===== config.mk =====
export PLATFORM = sky130hd
export DESIGN_NAME = serial_magnitude_comparator
export DESIGN_NICKNAME = d
export VERILOG_FILES = /design/src/rtl/serial_magnitude_comparator.sv
export SDC_FILE = /design/constraint.sdc
export NUM_CORES = 1
export LEC_CHECK = 0
export CAP_MARGIN = 0
export CORE_MARGIN = 2
export CORE_UTILIZATION = 53
export CTS_BUF_LIST = sky130_fd_sc_hd__clkbuf_16
export DETAILED_ROUTE_END_ITERATION = 8
export PLACE_DENSITY = 0.81
export SYNTH_ARGS = -nofsm -noshare
export SYNTH_HDL_FRONTEND = slang
export SYNTH_SLANG_ARGS = --single-unit

===== constraint.sdc =====
create_clock -name clk -period 2.1 [get_ports clk]
set_input_delay 0.63 -clock clk [delete_from_list [all_inputs] [get_ports clk]]
set_output_delay 0.63 -clock clk [all_outputs]
set_load 0.01 [all_outputs]

===== src/rtl/serial_magnitude_comparator.sv =====
// Bit-serial magnitude comparator.
// Compares two words MSB-first, one bit pair per clock, and latches the
// first unequal bit pair. The latency is always WIDTH+1 cycles from start to
// done, whatever the data. The gt/eq/lt result is registered and stays
// valid until the next accepted start.
//
// Handshake: start is accepted on a rising edge only when the block is in
// IDLE or DONE. The block samples a_in/b_in only on that edge. busy is high
// for exactly WIDTH cycles after the accepting edge. done then pulses for one
// cycle, and the results become valid in that cycle. start is ignored while
// busy is high.

// Single-bit comparator cell. Exactly one output is high.
module onebit_comparator (
  input  logic i_a,
  input  logic i_b,
  output logic o_agb,
  output logic o_eg,
  output logic o_alb
);
  // Pure combinational decode of one bit pair
  always_comb begin
    o_agb = i_a & ~i_b;
    o_alb = ~i_a & i_b;
    o_eg  = ~(i_a ^ i_b);
  end
endmodule

module serial_magnitude_comparator #(
  parameter int WIDTH = 8
) (
  input  logic             clk,
  input  logic             rst,
  input  logic             start,
  input  logic [WIDTH-1:0] a_in,
  input  logic [WIDTH-1:0] b_in,
  output logic             busy,
  output logic             done,
  output logic             agb,
  output logic             eg,
  output logic             alb
);

  localparam int CW = (WIDTH > 1) ? $clog2(WIDTH) : 1;

  typedef enum logic [1:0] {
    S_IDLE  = 2'd0,
    S_SHIFT = 2'd1,
    S_DONE  = 2'd2
  } state_t;

  state_t          r_state;
  state_t          w_state_next;
  logic [WIDTH-1:0] r_sa;
  logic [WIDTH-1:0] r_sb;
  logic [CW-1:0]   r_cnt;
  logic            r_decided;
  logic            r_gt;
  logic            r_lt;
  logic            r_agb;
  logic            r_eg;
  logic            r_alb;

  logic            w_accept;
  logic            w_last;
  logic            w_cell_agb;
  logic            w_cell_eg;
  logic            w_cell_alb;
  logic            w_decided_next;
  logic            w_gt_next;
  logic            w_lt_next;

  // The cell always looks at the current MSB of the shift registers
  onebit_comparator u_cell (
    .i_a   (r_sa[WIDTH-1]),
    .i_b   (r_sb[WIDTH-1]),
    .o_agb (w_cell_agb),
    .o_eg  (w_cell_eg),
    .o_alb (w_cell_alb)
  );

  // Decision logic: only the first unequal bit pair counts, and later bits are ignored
  always_comb begin
    w_accept       = start & ((r_state == S_IDLE) | (r_state == S_DONE));
    w_last         = (r_cnt == '0);
    w_decided_next = r_decided | w_cell_agb | w_cell_alb;
    w_gt_next      = r_gt | (~r_decided & w_cell_agb);
    w_lt_next      = r_lt | (~r_decided & w_cell_alb);
  end

  // State register
  always_ff @(posedge clk) begin
    if (rst) r_state <= S_IDLE;
    else     r_state <= w_state_next;
  end

  // Next-state logic
  always_comb begin
    w_state_next = r_state;
    case (r_state)
      S_IDLE:  if (start) w_state_next = S_SHIFT;
      S_SHIFT: if (w_last) w_state_next = S_DONE;
      S_DONE:  w_state_next = start ? S_SHIFT : S_IDLE;
      default: w_state_next = S_IDLE;
    endcase
  end

  // Datapath: load on accept, shift and decide in SHIFT, register the result on the last bit
  always_ff @(posedge clk) begin
    if (rst) begin
      r_sa      <= '0;
      r_sb      <= '0;
      r_cnt     <= '0;
      r_decided <= 1'b0;
      r_gt      <= 1'b0;
      r_lt      <= 1'b0;
      r_agb     <= 1'b0;
      r_eg      <= 1'b0;
      r_alb     <= 1'b0;
    end else if (w_accept) begin
      r_sa      <= a_in;
      r_sb      <= b_in;
      r_cnt     <= CW'(WIDTH - 1);
      r_decided <= 1'b0;
      r_gt      <= 1'b0;
      r_lt      <= 1'b0;
      r_agb     <= 1'b0;
      r_eg      <= 1'b0;
      r_alb     <= 1'b0;
    end else if (r_state == S_SHIFT) begin
      r_sa      <= r_sa << 1;
      r_sb      <= r_sb << 1;
      r_cnt     <= r_cnt - 1'b1;
      r_decided <= w_decided_next;
      r_gt      <= w_gt_next;
      r_lt      <= w_lt_next;
      if (w_last) begin
        r_agb <= w_gt_next;
        r_alb <= w_lt_next;
        r_eg  <= ~(w_gt_next | w_lt_next);
      end
    end
  end

  // Outputs are decodes of registered state only
  always_comb begin
    busy = (r_state == S_SHIFT);
    done = (r_state == S_DONE);
    agb  = r_agb;
    eg   = r_eg;
    alb  = r_alb;
  end

endmodule


==> results of run 1 <==
logic make-up (layout without fill, tap and decap cells):
logic type | count (synthesis) | in the layout | share of synthesized area
adder cells (fa/ha/maj) | 2 | 2 | 0.02141
AND/OR/NAND/NOR | 43 | 43 | 0.2002
buffers and inverters | 14 | 36 | 0.08672
flip-flops | 27 | 27 | 0.4625
AO/OA/AOI/OAI | 39 | 39 | 0.2141
XOR/XNOR | 2 | 2 | 0.01499
stage by stage:
step	hold slack (ns)	cells	total power, W	cell area [µm²]
after global placement	0.4567	172	0.0007753	1386
final	0.4761	176	0.001198	1465
after detailed placement	0.4614	172	0.0007843	1386
after CTS	0.4698	176	0.001201	1465
after global routing	0.4948	176	0.001254	1465
after floorplan	0.4480	127	0.0007230	1169
registers in the layout, indices dropped and copies added, names as in the netlist:
| signal | count |
|---|---|
| alb | 1 |
| r_decided | 1 |
| r_state | 2 |
| r_cnt | 3 |
| agb | 1 |
| r_sa | 8 |
| eg | 1 |
| r_lt | 1 |
| r_gt | 1 |
| r_sb | 8 |
cells in the mapped netlist:
cell      number  share of area
a21oi_1       18          0.077
inv_4          1         0.0054
o211ai_1       1         0.0064
buf_6          5          0.048
nor3b_1        2          0.013
nor2_1         8          0.026
o21ba_2        1         0.0086
nand2b_2       1         0.0075
o21ai_1        1         0.0043
nand3b_1       1         0.0064
nor3_2         1         0.0086
buf_2          1         0.0043
ha_1           2          0.021
nor2b_1        3          0.016
a31oi_1        1         0.0054
nand3_1       15          0.064
buf_4          2          0.013
nor3_1         4          0.017
xnor2_1        1         0.0075
o22ai_1        1         0.0054
clkbuf_1       2         0.0064
inv_1          3         0.0096
a211oi_1       2          0.013
a22oi_1       13          0.084
nand2b_1       4          0.021
nand2_1        3         0.0096
xor2_1         1         0.0075
a211oi_2       1          0.011
dfxtp_1       27           0.46
and4bb_2       1          0.011
per-layer routing:
layer / routed length (µm) / part of all wire
met5: 0 / 0
met4: 29 / 0.012
met3: 124 / 0.052
met2: 1286 / 0.54
met1: 948 / 0.40
worst min path at each step:
stage / slack [ns] / depth (start not counted) / endpoint
4_1_cts: 0.47 / 2 / r_sb[6]
5_1_grt: 0.49 / 2 / r_sa[4]
3_3_place_gp: 0.46 / 2 / r_sb[6]
2_1_floorplan: 0.45 / 2 / r_sb[6]
6_report: 0.48 / 2 / r_sb[0]
3_5_place_dp: 0.46 / 2 / r_sb[6]
critical path, delay by kind of cell (launching register included):
kind / cells / cell delay, ns
buf+inv: 2 / 0.59
simple gates: 1 / 0.13
flops: 1 / 0.40
power by group:
group / internal (W) / switching (W) / total, W
Sequential: 0.000549 / 0.0000256 / 0.000575
Clock: 0.000255 / 0.000169 / 0.000424
Combinational: 0.0000998 / 0.0000999 / 0.000200
Total: 0.000904 / 0.000295 / 0.00120
cell type report:
type,instances,area share
flip-flops and latches,27,0.3689
clock inverters,1,0.002562
clock buffers,3,0.05124
inverters,4,0.01196
well taps,27,0.02306
multi-input cells,86,0.3595
repair buffers,28,0.1827
==> results.json, run 1 <==
{
  "status": "finished clean",
  "postRouteAntennaNets": 0,
  "fin_tns_setup_ns": 0,
  "path_clk_slew_ns": 0.06,
  "dp_hpwl_um": 1578,
  "worst_slack_ns": 0.09747,
  "setup.worst_path.end": "busy",
  "grt_pass1_wl_um": 3967,
  "initial_core_util": 0.5780,
  "final_common_cell": "dfxtp_1",
  "slew_violations": 0,
  "cp.arrival_ns": 1.37,
  "clock.fmax_mhz": 499.4,
  "fin_crit_sh": 0.9536,
  "rsz0062_at_grt": "no",
  "min_from": "r_sb[0]",
  "busiest_layer": "met2",
  "synthCells": 127,
  "tightestPinTransition_ns": 0.2633,
  "clk_root_buffer_cell": "clkbuf_16",
  "final_util": 0.7246,
  "n_fill_cell": 150,
  "slowest_stage": "clkdlybuf4s50_1",
  "crit_chain": "nand2b_1 -> inv_4 -> clkdlybuf4s50_1",
  "rr_worst_depth": 5,
  "multi_input_area_um2": 526.8,
  "setup_viol_count_final": 0,
  "cts_resized": 0,
  "cts_sinks": 27,
  "p_per_area_nw_per_um2": 817.8,
  "ff_latch_area_um2": 540.5,
  "core_um2": 2022,
  "drt_iter0_drc": 17,
  "criticalPathCategory": "reg2out",
  "tritoncts": "built",
  "globalplace.congestion": 0.7335,
  "gr-usage-met1": 0.2196,
  "reg2reg_to": "eg",
  "avgSynthCellArea_um2": 9.202,
  "clockBufferDepth": 2,
  "yosys.cell_types.count": 30,
  "cp_max_fo": 6,
  "drv_cap": 0,
  "hold_violations": 0,
  "cpPeakStageDelay_ns": 0.52,
  "worst_ir_drop_vdd_mv": 0.6097,
  "wl_per_cell_um": 13.57,
  "diodes": 0,
  "drc": 0,
  "crit_path_end_kind": "primary output",
  "grt_pass1_vias": 950,
  "vias": 1004,
  "r2r_start": "r_cnt[0]",
  "layout-drive-gt1-share": 0.09396,
  "use_met3": 0.06140,
  "totalWireLength_um": 2389,
  "final_nets": 171,
  "dr.pass1.iters": 4,
  "cts_hold_buffers": 0,
  "die-area_um2": 2596,
  "synth_seq_cells": 27,
  "grtUsageTotal": 0.2062,
  "viasPerCell": 5.705,
  "io_pins": 24,
  "portBuffers": 23,
  "slew_headroom": 0.8244,
  "hold_class": "reg2reg",
  "cts_buffers": 3,
  "yosysWarnings": 0,
  "worstPathRequired_ns": 1.47,
  "rows": 16,
  "crit_path_start_kind": "flop",
  "insertion_delay_ns": 0.26,
  "syn_nets": 148,
  "r2r_setup_slack_ns": 0.75,
  "grt_max_degree": 21,
  "fin_skew_ns": 0.002361,
  "antenna_found_initial": 0,
  "die_h_um": 50.96,
  "htree_levels": 1,
  "grt-ovfl-total": 0,
  "postCtsSetupBuffers": 0,
  "pre_cts_ws_ns": 0.2565,
  "area_delta_synth_final_pct": 25.38,
  "chipWidth_um": 50.96,
  "yosysSeqAreaShare": 0.4625,
  "crit_start": "r_state[0]",
  "final_cell_mix": "dfxtp_1, clkdlybuf4s50_1, a21oi_1",
  "grtUsageMet2": 0.3766,
  "fin_crit_ns": 2.003,
  "netlist_area_um2": 1169,
  "p_leak_nw": 0.5291
}
Power figures use the tool's default switching activity.
==> run 2, diff against run 1 <==
--- a/config.mk
+++ b/config.mk
@@ -11,6 +11,7 @@
 export CTS_BUF_LIST = sky130_fd_sc_hd__clkbuf_16
 export DETAILED_ROUTE_END_ITERATION = 8
 export PLACE_DENSITY = 0.81
+export SETUP_SLACK_MARGIN = 0.2
 export SYNTH_ARGS = -nofsm -noshare
 export SYNTH_HDL_FRONTEND = slang
 export SYNTH_SLANG_ARGS = --single-unit
==> run 2 against run 1 <==
Net effect:
- count of clock-buffer cells in the layout unchanged
- sequential power about the same
- worst hold slack unchanged
- via count unchanged
- combinational power about the same
- final cell count unchanged
- register-to-register slack about the same
- power decreased by 0.11%
- clock power about the same
- critical path type unchanged
==> results.json, run 2 (synthesized netlist as in run 1, its figures left out) <==
{
  "status": "finished clean",
  "cts_hold_buffers": 0,
  "rsz0062_at_grt": "no",
  "tightestPinTransition_ns": 0.2633,
  "rows": 16,
  "worstPathRequired_ns": 1.47,
  "die_h_um": 50.96,
  "antenna_found_initial": 0,
  "slowest_stage": "clkdlybuf4s50_1",
  "area_delta_synth_final_pct": 25.27,
  "fin_crit_sh": 0.8380,
  "fin_crit_ns": 1.760,
  "p_leak_nw": 0.5373,
  "final_common_cell": "dfxtp_1",
  "cts_sinks": 27,
  "insertion_delay_ns": 0.26,
  "slew_headroom": 0.8244,
  "vias": 1004,
  "slew_violations": 0,
  "criticalPathCategory": "reg2out",
  "crit_path_start_kind": "flop",
  "cpPeakStageDelay_ns": 0.54,
  "worst_ir_drop_vdd_mv": 0.6097,
  "totalWireLength_um": 2388,
  "drt_iter0_drc": 17,
  "worst_slack_ns": 0.3401,
  "portBuffers": 23,
  "dr.pass1.iters": 4,
  "cp.arrival_ns": 1.13,
  "viasPerCell": 5.705,
  "grtUsageMet2": 0.3766,
  "hold_ws_ns": 0.4761,
  "dp_hpwl_um": 1578,
  "core_um2": 2022,
  "dp_cells": 172,
  "crit_chain": "clkdlybuf4s50_1",
  "pre_cts_ws_ns": 0.2565,
  "io_pins": 24,
  "hold_class": "reg2reg",
  "busiest_layer": "met2",
  "grt-ovfl-total": 0,
  "htree_levels": 1,
  "postRouteAntennaNets": 0,
  "initial_core_util": 0.5780,
  "tritoncts": "built",
  "fin_tns_setup_ns": 0,
  "cp_max_fo": 2,
  "clk_root_buffer_cell": "clkbuf_16",
  "die-area_um2": 2596,
  "grtUsageTotal": 0.2062,
  "path_clk_slew_ns": 0.06,
  "crit_path_end_kind": "primary output",
  "wl_per_cell_um": 13.57,
  "layout-drive-gt1-share": 0.1007,
  "fin_cells": 176,
  "postCtsSetupBuffers": 0,
  "p_per_area_nw_per_um2": 817.6,
  "grt_pass1_wl_um": 3967,
  "drv_cap": 0,
  "grt_pass1_vias": 950,
  "critPathBufInv": 1,
  "diodes": 0,
  "clock.fmax_mhz": 568.2,
  "grt_max_degree": 21,
  "gr-usage-met1": 0.2196,
  "clockBufferDepth": 2,
  "cts_resized": 3,
  "reg.largest.list": "r_sa x8, r_sb x8, r_cnt x3",
  "globalplace.congestion": 0.7335,
  "hold_violations": 0,
  "cts_buffers": 3,
  "drc": 0,
  "setup_viol_count_final": 0,
  "crit_family": "buffers and inverters",
  "fin_skew_ns": 0.002361,
  "use_met3": 0.06140,
  "chipWidth_um": 50.96,
  "final_nets": 171,
  "final_cell_mix": "dfxtp_1, clkdlybuf4s50_1, a21oi_1"
}
[run 2: worst paths after layout]
path              cells after the start      end     start  slack [ns]
hold reg to reg                       2  r_sb[0]   r_sb[0]        0.48
setup / recovery                      1      alb       alb        0.34
setup reg to reg                      5       eg  r_cnt[0]        0.75
hold / removal                        2  r_sb[0]   r_sb[0]        0.48
[run 2: report_power, final]
| part | switching (W) | internal (W) |
|---|---|---|
| clock network | 0.000169 | 0.000255 |
| logic | 0.0000998 | 0.0000982 |
| registers | 0.0000256 | 0.000549 |
[run 2: stage by stage]
stage	total power, W	cell area [µm²]	util
floorplan	0.0007230	1169	-
global placement	0.0007753	1386	0.6856
detailed placement	0.0007843	1386	0.6856
CTS	0.001199	1464	0.7240
global route	0.001252	1464	0.7240
finish	0.001197	1464	0.7240
[run 2: area by class of cell]
| type | count | area (µm²) |
|---|---|---|
| Tap cell | 27 | 33.78 |
| Clock buffer | 3 | 75.07 |
| Fill cell | 151 | 558.0 |
| Inverter | 4 | 17.52 |
| Sequential cell | 27 | 541.8 |
| Timing Repair Buffer | 28 | 265.3 |
| Clock inverter | 1 | 3.754 |
| Multi-Input combinational cell | 86 | 526.8 |
[run 2: worst register-to-register path: cells and delay by family, from the launching register on]
kind	cells	cell delay, ns
simple gates	2	0.46
compound gates	1	0.14
flops	1	0.38
fa+ha+maj	1	0.21
buf+inv	1	0.08
[run 2: layer usage]
layer | routed length [µm] | part of all wire
met1 | 947 | 0.40
met2 | 1286 | 0.54
met3 | 125 | 0.052
met4 | 29 | 0.012
met5 | 0 | 0
